$ cat src/rtl/imm_instr_encoder.sv
// Packs an immediate plus register/opcode fields into an RV32 instruction word.
// Two-stage valid/ready pipeline; non-encodable requests emit NOP_INSTR with imm_err set.
module imm_instr_encoder #(
    parameter int          ERR_CNT_W = 8,
    parameter logic [31:0] NOP_INSTR = 32'h00000013
) (
    input  logic                 CLK,
    input  logic                 RESET,
    input  logic                 in_valid,
    output logic                 in_ready,
    input  logic [31:0]          imm,
    input  logic [2:0]           imm_sel,
    input  logic [6:0]           opcode,
    input  logic [4:0]           rd,
    input  logic [4:0]           rs1,
    input  logic [4:0]           rs2,
    input  logic [2:0]           funct3,
    output logic                 out_valid,
    input  logic                 out_ready,
    output logic [31:0]          instr,
    output logic                 imm_err,
    output logic [ERR_CNT_W-1:0] err_count
);

    // Immediate type codes, matching the ID-stage immediate generator.
    localparam logic [2:0] I_TYPE = 3'd0;
    localparam logic [2:0] S_TYPE = 3'd1;
    localparam logic [2:0] B_TYPE = 3'd2;
    localparam logic [2:0] U_TYPE = 3'd3;
    localparam logic [2:0] J_TYPE = 3'd4;

    logic                 s1_valid_q, s2_valid_q;
    logic                 s1_err_q, s1_err_d;
    logic [31:0]          s1_imm_q;
    logic [2:0]           s1_sel_q, s1_f3_q;
    logic [6:0]           s1_opc_q;
    logic [4:0]           s1_rd_q, s1_rs1_q, s1_rs2_q;
    logic [31:0]          s2_instr_q, s2_instr_d;
    logic                 s2_err_q;
    logic [ERR_CNT_W-1:0] err_count_q, err_count_d;
    logic                 s1_adv, s2_adv;

    assign s2_adv   = !s2_valid_q || out_ready;
    assign s1_adv   = !s1_valid_q || s2_adv;
    assign in_ready = s1_adv;

    // NOTE: every signal written in always_comb gets a default first, so no path infers a latch.
    always_comb begin
        s1_err_d = 1'b1;
        case (imm_sel)
            I_TYPE, S_TYPE: s1_err_d = !((&imm[31:11]) || !(|imm[31:11]));
            B_TYPE:         s1_err_d = !((&imm[31:12]) || !(|imm[31:12])) || imm[0];
            J_TYPE:         s1_err_d = !((&imm[31:20]) || !(|imm[31:20])) || imm[0];
            U_TYPE:         s1_err_d = |imm[11:0];
            default:        s1_err_d = 1'b1;
        endcase
    end

    always_comb begin
        s2_instr_d = NOP_INSTR;
        if (!s1_err_q) begin
            case (s1_sel_q)
                I_TYPE: s2_instr_d = {s1_imm_q[11:0], s1_rs1_q, s1_f3_q, s1_rd_q, s1_opc_q};
                S_TYPE: s2_instr_d = {s1_imm_q[11:5], s1_rs2_q, s1_rs1_q, s1_f3_q,
                                      s1_imm_q[4:0], s1_opc_q};
                B_TYPE: s2_instr_d = {s1_imm_q[12], s1_imm_q[10:5], s1_rs2_q, s1_rs1_q, s1_f3_q,
                                      s1_imm_q[4:1], s1_imm_q[11], s1_opc_q};
                U_TYPE: s2_instr_d = {s1_imm_q[31:12], s1_rd_q, s1_opc_q};
                J_TYPE: s2_instr_d = {s1_imm_q[20], s1_imm_q[10:1], s1_imm_q[11],
                                      s1_imm_q[19:12], s1_rd_q, s1_opc_q};
                default: s2_instr_d = NOP_INSTR;
            endcase
        end
    end

    always_comb begin
        err_count_d = err_count_q;
        if (s2_valid_q && out_ready && s2_err_q && !(&err_count_q))
            err_count_d = err_count_q + 1'b1;
    end

    // NOTE: sequential state uses non-blocking assignments so every register samples pre-edge values.
    always_ff @(posedge CLK) begin
        if (RESET) begin
            s1_valid_q  <= 1'b0;
            s2_valid_q  <= 1'b0;
            s2_instr_q  <= '0;
            s2_err_q    <= 1'b0;
            err_count_q <= '0;
        end else begin
            err_count_q <= err_count_d;
            if (s1_adv) s1_valid_q <= in_valid;
            if (s2_adv) begin
                s2_valid_q <= s1_valid_q;
                if (s1_valid_q) begin
                    s2_instr_q <= s2_instr_d;
                    s2_err_q   <= s1_err_q;
                end
            end
        end
    end

    // NOTE: stage-1 payload is qualified by s1_valid_q, so it carries no reset.
    always_ff @(posedge CLK) begin
        if (s1_adv && in_valid) begin
            s1_err_q <= s1_err_d;
            s1_imm_q <= imm;
            s1_sel_q <= imm_sel;
            s1_f3_q  <= funct3;
            s1_opc_q <= opcode;
            s1_rd_q  <= rd;
            s1_rs1_q <= rs1;
            s1_rs2_q <= rs2;
        end
    end

    assign out_valid = s2_valid_q;
    assign instr     = s2_instr_q;
    assign imm_err   = s2_err_q;
    assign err_count = err_count_q;

endmodule

$ cat config.mk
export PLATFORM = sky130hd
export DESIGN_NAME = imm_instr_encoder
export DESIGN_NICKNAME = d
export VERILOG_FILES = /design/src/rtl/imm_instr_encoder.sv
export SDC_FILE = /design/constraint.sdc
export NUM_CORES = 1
export LEC_CHECK = 0
export ABC_AREA = 1
export ABC_CLOCK_PERIOD_IN_PS = 2500
export CAP_MARGIN = 20
export CORE_MARGIN = 2
export CORE_UTILIZATION = 44
export DETAILED_ROUTE_END_ITERATION = 12
export PLACE_DENSITY_LB_ADDON = 0.25
export REMOVE_ABC_BUFFERS = 1
export SLEW_MARGIN = 20
export SYNTH_ARGS = -nofsm -noshare
export SYNTH_HDL_FRONTEND = slang
export SYNTH_SLANG_ARGS = --single-unit
$ cat constraint.sdc
create_clock -name CLK -period 2.5 [get_ports CLK]
set_input_delay 0.625 -clock CLK [delete_from_list [all_inputs] [get_ports CLK]]
set_output_delay 0.625 -clock CLK [all_outputs]
set_load 0.02 [all_outputs]
# Word level (Yosys, flattened, before mapping)
# Cells that the tools add are included.
classes:
  addsub: 1
  eq_ne: 8
  muxes: 3
  n_reduce_logical: 32
op_table:
  columns: ["op", "n"]
  rows:
  - ["$pmux W32 S5", 1]
  - ["$mux W32", 1]
  - ["$reduce_or A12 Y1", 2]
  - ["$reduce_and A21 Y1", 1]
  - ["$reduce_or A21 Y1", 1]
  - ["$reduce_and A20 Y1", 1]
  - ["$reduce_or A20 Y1", 1]
  - ["$eq A3 B2 Y1 const B", 4]
  - ["$reduce_and A12 Y1", 1]
  - ["$logic_not A1 Y1", 9]
  - ["$add A8 B1 Y8 const B", 1]
  - ["$reduce_and A8 Y1", 1]
  - ["$logic_or A1 B1 Y1", 7]
  - ["$eq A3 B1 Y1 const B", 2]
  - ["$eq A3 B3 Y1 const B", 2]
  - ["$logic_not A3 Y1", 2]
  - ["$logic_and A1 B1 Y1", 4]
  - ["$pmux W1 S4", 1]
  - ["$reduce_and A2 Y1", 1]
  - ["$reduce_or A2 Y1", 1]
totals:
  reg_bits: 104
  in_bits: 64
  out_inout_bits: 43
  elab_cells: 57

# Depth between registers and ports, before layout
logic_depth:
  ltp_word: 6
  mapped_depth: 10
  depth_no_buf: 10

# Least setup slack after synthesis
# No wires, ideal clock.
synth_timing:
  kind: "input port to flip-flop"
  from: "input out_ready"
  to: "register s1_err_q (enable)"
  setup_ns: 0.415
  arrival_time_ns: 2.210
  t_required_ns: 2.085
  path_slack_ns: -0.125
  path_stages: 4
  n_path_buf: 0
  path_cell_list: "inv_1 -> nand3_1 -> nand2_1 -> inv_1"
synth_via:
  elab_chain_cells: 3
synth_lines:
  columns: ["item", "line", "source"]
  rows:
  - ["start: declaration", "19", "input logic out_ready,"]
  - ["$logic_or A1 B1 Y1", "43", "assign s2_adv = !s2_valid_q || out_ready;"]
  - ["$logic_or A1 B1 Y1", "44", "assign s1_adv = !s1_valid_q || s2_adv;"]
  - ["via in_ready", "10", "output logic in_ready,"]
  - ["$logic_and A1 B1 Y1", "105", "if (s1_adv && in_valid) begin"]
  - ["end signal: assignment", "106", "s1_err_q <= s1_err_d;"]
  - ["end: declaration", "33", "logic s1_err_q, s1_err_d;"]
# The timed path passes the listed nets, and every way through them passes these cells.
# A chain may end at the register's enable or synchronous reset.

# Worst setup path after layout
layout_timing:
  from: "input out_ready"
  to: "output in_ready"
layout_via:
  elab_chain_cells: 2
layout_lines:
  columns: ["item", "line"]
  rows:
  - ["$logic_or A1 B1 Y1", "43"]
  - ["$logic_or A1 B1 Y1", "44"]
  - ["end: declaration", "10"]
# No other way between the ends.

==> impl_metrics.ini <==
[worst_setup_path]
cp-start-kind = input pin
cp_data_required_time_ns = 1.88
ff2ff_setup_slack_ns = 0.72
capturing_element_type_of_the_critical_path = primary output
worstSetupPathType = in2out
path_max_fanout = 2
worstPathArrival_ns = 1.81

[layout]
drive_above_1_share = 0.05714
layout.core_utilization = 0.6016
final_nets = 655
ant_diodes = 0
multi_input_comb_area_um2 = 1409
area_growth_pct = 34.11
final_design_area_no_fill_um2 = 5799
register_area_um2 = 2693
fillerInstances = 833
final-instance-count-excl-fill = 728

[die]
design.die.area_um2 = 10640
die_h_um = 103.1
die_w_um = 103.1
core-area_um2 = 9639
floorplan.initialDensity = 0.4486
io_pins = 107
core.rowCount = 36

[detailed_routing]
avgViaCountPerCell = 4.797
detailroute.via_count = 3492
total_drc_errors_in_the_routed_layout = 0
drt-pass1-iter-count = 4
dr.first_iter.drc_count = 186
routed_wirelength_mm = 9.657
wl_per_cell_um = 13.27
drt.antenna.violating_nets = 0

[synthesis]
ys_top_cells_by_area = sky130_fd_sc_hd__edfxtp_1 42%, sky130_fd_sc_hd__dfxtp_1 20%, sky130_fd_sc_hd__nand2_1 15%, sky130_fd_sc_hd__a21oi_1 5.1%, sky130_fd_sc_hd__nor2_1 3.6%
synth_ff_type = sky130_fd_sc_hd__edfxtp_1
syn_inst = 478
synth.most_common_cell = sky130_fd_sc_hd__nand2_1
synth_area_um2 = 4324
synth.ff_latch_count = 104
post_synth.cell_area_avg_um2 = 9.046
yosysTopAreaCell = sky130_fd_sc_hd__edfxtp_1
synth-seq-area-share = 0.6227
ys_async_sr_fraction = 0
synth_largest_type_area_fraction = 0.4236
yosys.cell_types.count = 28
synth_edf_count = 61
post_synth_most_frequent_cells = 172 x sky130_fd_sc_hd__nand2_1, 61 x sky130_fd_sc_hd__edfxtp_1, 44 x sky130_fd_sc_hd__a21oi_1, 43 x sky130_fd_sc_hd__dfxtp_1, 42 x sky130_fd_sc_hd__nor2_1
yosys_synthesis_warning_count = 0

[timing]
report.final.setup_viol = 0
maximum_clock_frequency_mhz = 411.4
slew-limit-headroom = 0.6894
rsz0062_at_grt = no
timing_worst_slew_pin_value_ns = 0.4660
layout_worst_path_cycle_share = 0.9722
finalHoldViolCount = 0
post-route-min-period_ns = 2.430
tns_ns = 0
final-max-slew-violation-count = 0
skew_final_ns = 0.01429

[pwr]
power.clock.fraction = 0.348
power.leakage_nw = 2.202
p_per_area_nw_per_um2 = 601.1
totalPowerFinal_mw = 3.486
power.share.sequential = 0.553
total_switching_power_mw = 0.7606
p_sw_frac = 0.2182
irDropWorstVdd_v = 0.0003027
relative_contribution_of_combinational_cells_to_total_power = 0.100
cell_internal_pwr_mw = 2.725

[hold_path]
timing.hold.worst.class = reg2reg

[place]
detailed_placement_hpwl_mm = 7.203
post-place-cells = 712
postPlaceCellArea_um2 = 5564
globalplace.congestion = 0.8304
place.port_buffers = 106

[global_route]
maximum_number_of_pins_on_one_net_before_global_route_repair = 62
grt_antenna_before_repair = 0
grt_use_total = 0.1825
first_global_vias = 3190
globalRouteOverflowTotal = 0
global_route_wire_length_before_repair_mm = 14.87

[clocking]
cts.sinks = 104
worstSkewPairLatency_ns = 0.35
clk_transition_reported_paths_ns = 0.09
cts.htree.levels = 3
postCtsHoldBufs = 0
cts_tree = done
cts_buffers = 9
post_cts_resized = 0
maximum_count_of_clock_buffers_along_a_single_path = 2
postCtsSetupBuffers = 0
clock_root_buffer = sky130_fd_sc_hd__clkbuf_8

[job]
max_capacitance_violation_count = 0

[outcome]
status = completed
==> cells by family (layout without fill, tap and decap cells) <==
logic type / Yosys count / after routing / share of synthesized area
flops: 104 / 104 / 0.6227
buf+inv: 53 / 170 / 0.05150
xor+xnor: 1 / 1 / 0.002026
simple gates: 255 / 255 / 0.2410
fa+ha+maj: 1 / 1 / 0.002893
compound gates: 64 / 64 / 0.07986
==> per-stage QoR <==
step                      worst slack [ns]  hold WS (ns)
after floorplan                    -0.1255        0.4626
after global placement             0.06667        0.4524
after detailed placement           0.07592        0.4535
after CTS                          0.06669        0.4672
after global routing              0.007216        0.4885
final                              0.06955        0.4638
==> final timing paths <==
| check | from | endpoint | cells past startpoint |
|---|---|---|---|
| min | instr[31]$_SDFFE_PP0P_ | instr[31]$_SDFFE_PP0P_ | 2 |
| max reg2reg | s1_sel_q[1]$_DFFE_PP_ | instr[29]$_SDFFE_PP0P_ | 6 |
| max | out_ready | in_ready | 4 |
| min reg2reg | instr[31]$_SDFFE_PP0P_ | instr[31]$_SDFFE_PP0P_ | 2 |
==> layout make-up <==
type                            count  area share
Tap cell                          133     0.02869
Clock inverter                      5     0.01791
Timing Repair Buffer              114      0.1976
Multi-Input combinational cell    321      0.2429
Sequential cell                   104      0.4643
Clock buffer                       11     0.02265
Inverter                           40     0.02589
==> sequential cells by signal, summed over array words and instances, names as in the netlist, 3 cells and up <==
name and count:
s1_rd_q 5, err_count 8, s1_rs2_q 5, s1_sel_q 3
s1_rs1_q 5, s1_opc_q 7, s1_f3_q 3, instr 32
s1_imm_q 32
==> power groups by stage <==
| stage | logic [mW] | clock network, mW | registers, mW |
|---|---|---|---|
| 2_1_floorplan | 0.128 | 0 | 1.97 |
| 5_1_grt | 0.385 | 1.30 | 1.93 |
| 6_report | 0.348 | 1.21 | 1.93 |
| 3_3_place_gp | 0.343 | 0 | 1.96 |
| 3_5_place_dp | 0.349 | 0 | 1.97 |
| 4_1_cts | 0.350 | 1.25 | 1.93 |
==> critical path, stage by stage <==
cell and delay (ns):
sky130_fd_sc_hd__clkdlybuf4s50_1 0.46, sky130_fd_sc_hd__inv_1 0.05, sky130_fd_sc_hd__nand3_1 0.07, sky130_fd_sc_hd__clkdlybuf4s50_1 0.60
==> metal layers <==
layer  up-vias  global-route usage  wire [µm]
li1       1790                   -          -
met1      1583              0.2384       4344
met2       105              0.3032       4673
met3        14             0.03458        510
met4         0             0.06781        129
met5         -                   0          0
==> placed cells by master (no fill, tap or decap), types with 3 or more instances in the layout <==
master,n
sky130_fd_sc_hd__buf_4,6
sky130_fd_sc_hd__dfxtp_1,43
sky130_fd_sc_hd__nand4_1,8
sky130_fd_sc_hd__nor2_1,42
sky130_fd_sc_hd__inv_1,38
sky130_fd_sc_hd__a21oi_1,44
sky130_fd_sc_hd__bufinv_16,3
sky130_fd_sc_hd__clkdlybuf4s50_1,106
sky130_fd_sc_hd__clkbuf_8,9
sky130_fd_sc_hd__nand3_1,24
sky130_fd_sc_hd__o21ai_1,3
sky130_fd_sc_hd__edfxtp_1,61
sky130_fd_sc_hd__o21ai_0,12
sky130_fd_sc_hd__nand2_1,172
No activity file was read; power rests on OpenSTA's default activity.
==> RTL edit (config.mk and constraints unchanged) <==
Put one more register stage on the output `err_count`, without a reset. The value now appears one clock later. The other outputs are not delayed to match.
--- a/src/rtl/imm_instr_encoder.sv
+++ b/src/rtl/imm_instr_encoder.sv
@@ -117,7 +117,9 @@
     assign out_valid = s2_valid_q;
     assign instr     = s2_instr_q;
     assign imm_err   = s2_err_q;
-    assign err_count = err_count_q;
+    always_ff @(posedge CLK) begin
+        err_count <= err_count_q;
+    end
 
 endmodule
 
Formal check against the unedited RTL: not equivalent (Yosys sat finds a counterexample within 4 cycles, from zero or initial values and one cycle with RESET high).
==> RTL edit against the original RTL <==
Highest routed layer unchanged; critical endpoint unchanged; critical path type unchanged; final area rose by 1.9%; wire length rose by 0.52%; worst setup slack lost 0.016 ns; power fell by 0.14%; clock skew decreased by 0.0029 ns; count of clock-buffer cells in the layout stayed put; sequential power increased by 6%; area after synthesis up 3.3%; fmax decreased by 0.65%; sequential share of layout area rose by 1.8 points; sequential cell count rose by 8.
==> RTL edit: results (changes against the original RTL) <==
| Metric | Value |
|---|---|
| Met2 WL | 4910 um (+5.0%) |
| Critical path launch point | out_ready |
| Hold Crit Depth | 0 (-2) |
| Max Cap Violations | 0 (unchanged) |
| Leakage power | 2.23 nW (+1.2%) |
| Worst skew pair latency | 0.36 ns |
| Vias/cell | 4.83 (+0.72%) |
| Final net count | 649 (-0.92%) |
| Hold Path Sink | err_count[4] |
| Hold Worst Slack | 0.388 ns (-0.0761 ns) |
| Clk root buf | clkbuf_8 |
| RR Endpoint | instr[27] |
| CTS resizes | 0 (unchanged) |
| Number of synthesized flops with an enable pin | 61 (unchanged) |
| Synth top area cells | edfxtp_1 41%, dfxtp_1 23%, nand2_1 14%, a21oi_1 3.9%, nor2_1 3.5% |
| Register-to-Register Path Depth | 7 (+1) |
| Number of global-route vias before repair | 3261 (+2.2%) |
| H-tree levels | 3 (unchanged) |
| Met1 WL | 4160 um (-4.2%) |
| Maximum VDD drop | 0.233 mV (-23%) |
| Antenna cells | 0 (unchanged) |
| Total CTS buffers | 9 (unchanged) |
| Largest net degree at the start of global routing | 54 (-13%) |
| Worst Hold Class | flop to flop |
| Port Buffers | 106 (unchanged) |
| CP Data Arrival Time | 1.82 ns |
| Sequential fraction of the synthesis area | 0.639 (+0.0160) |
| First-pass DRT Iterations | 5 (+1) |
| Top_reg_cell synth | edfxtp_1 |
| Final WL | 9710 um (+0.52%) |
| Uppermost layer routed | met4 |
| Final WS setup | 0.0536 ns (-0.0159 ns) |
| Gp weighted congestion | 0.817 (-1.6%) |
| Clock Skews | 0.0114 ns (-0.00288 ns) |
| DR iter-0 viols | 116 (-38%) |
| Metal3 WL | 500 um (-2.0%) |
| Clock Tree Buf Depth | 2 (unchanged) |
| # Post-CTS Setup Buffers | 0 (unchanged) |
| First-pass GRT wire length | 15400 um (+3.7%) |
| Clk slew on worst S/H paths | 0.10 ns |
| CP endpoint | in_ready |
| Total number of yosys warnings | 0 (unchanged) |
| Antenna violations before repair | 0 (unchanged) |
| Run status | finished clean |
| Synth unique cells | 25 (-11%) |
| Gr usage total | 0.180 (-0.00235) |
| Ys async rst share | 0 (unchanged) |
| Critical path peak fanout | 2 (unchanged) |
| Most frequent cells after synthesis | 163 x nand2_1, 61 x edfxtp_1, 51 x dfxtp_1 |
| HPWL Detailed | 7090 um (-1.6%) |
| Worst Tran Pin Value | 0.519 ns (+0.0531 ns) |
| Layout cells sized above 1 | 0.0713 (+0.0142) |
| R2R Setup Slk | 0.73 ns |
| Hold path start | err_count_q[4] |
| Worst R2R Start | s1_sel_q[0] |
RTL edit: routing by layer:
metal / GRT usage / up-vias
met2: 0.315 / 97
li1: - / 1775
met4: 0.0743 / 0
met3: 0.0281 / 11
met1: 0.221 / 1605
met5: 0 / -
RTL edit: power by group:
group | internal [mW] | total (mW) | switching [mW] | leakage, nW
logic | 0.165 | 0.345 | 0.180 | 1.12
clock network | 0.515 | 1.08 | 0.569 | 0.103
registers | 2.02 | 2.05 | 0.0344 | 1.01
total | 2.70 | 3.48 | 0.783 | 2.23
RTL edit: critical path: stages:
cell	delay (ns)
clkdlybuf4s50_1	0.46
inv_1	0.05
nand3_1	0.08
clkdlybuf4s50_1	0.61
RTL edit: metrics by stage:
stage                     power [mW]  std cells  area (um2)  TNS, ns
after floorplan                 2.23        457        4380    -7.65
after global placement          2.43        706        5700        0
after detailed placement        2.44        706        5700        0
after CTS                       3.52        722        5910        0
after global routing            3.63        722        5910        0
final                           3.48        722        5910        0
RTL edit: cell families (layout without fill, tap and decap cells):
| logic type | after synthesis | after routing | share of synthesized area |
|---|---|---|---|
| AND/OR/NAND/NOR | 244 | 244 | 0.223 |
| flip-flops | 112 | 112 | 0.639 |
| AO/OA/AOI/OAI | 63 | 63 | 0.0821 |
| buffers and inverters | 48 | 167 | 0.0496 |
| XOR/XNOR | 2 | 2 | 0.00392 |
| adder cells (fa/ha/maj) | 1 | 1 | 0.00280 |
RTL edit: layout make-up:
type	instances	area, um2
timing repair buffer	116	1160
fill	917	3910
inverter	35	131
multi-input combinational	310	1390
clock buffer	11	151
clock inverter	5	55.1
sequential	112	2850
tap	133	166
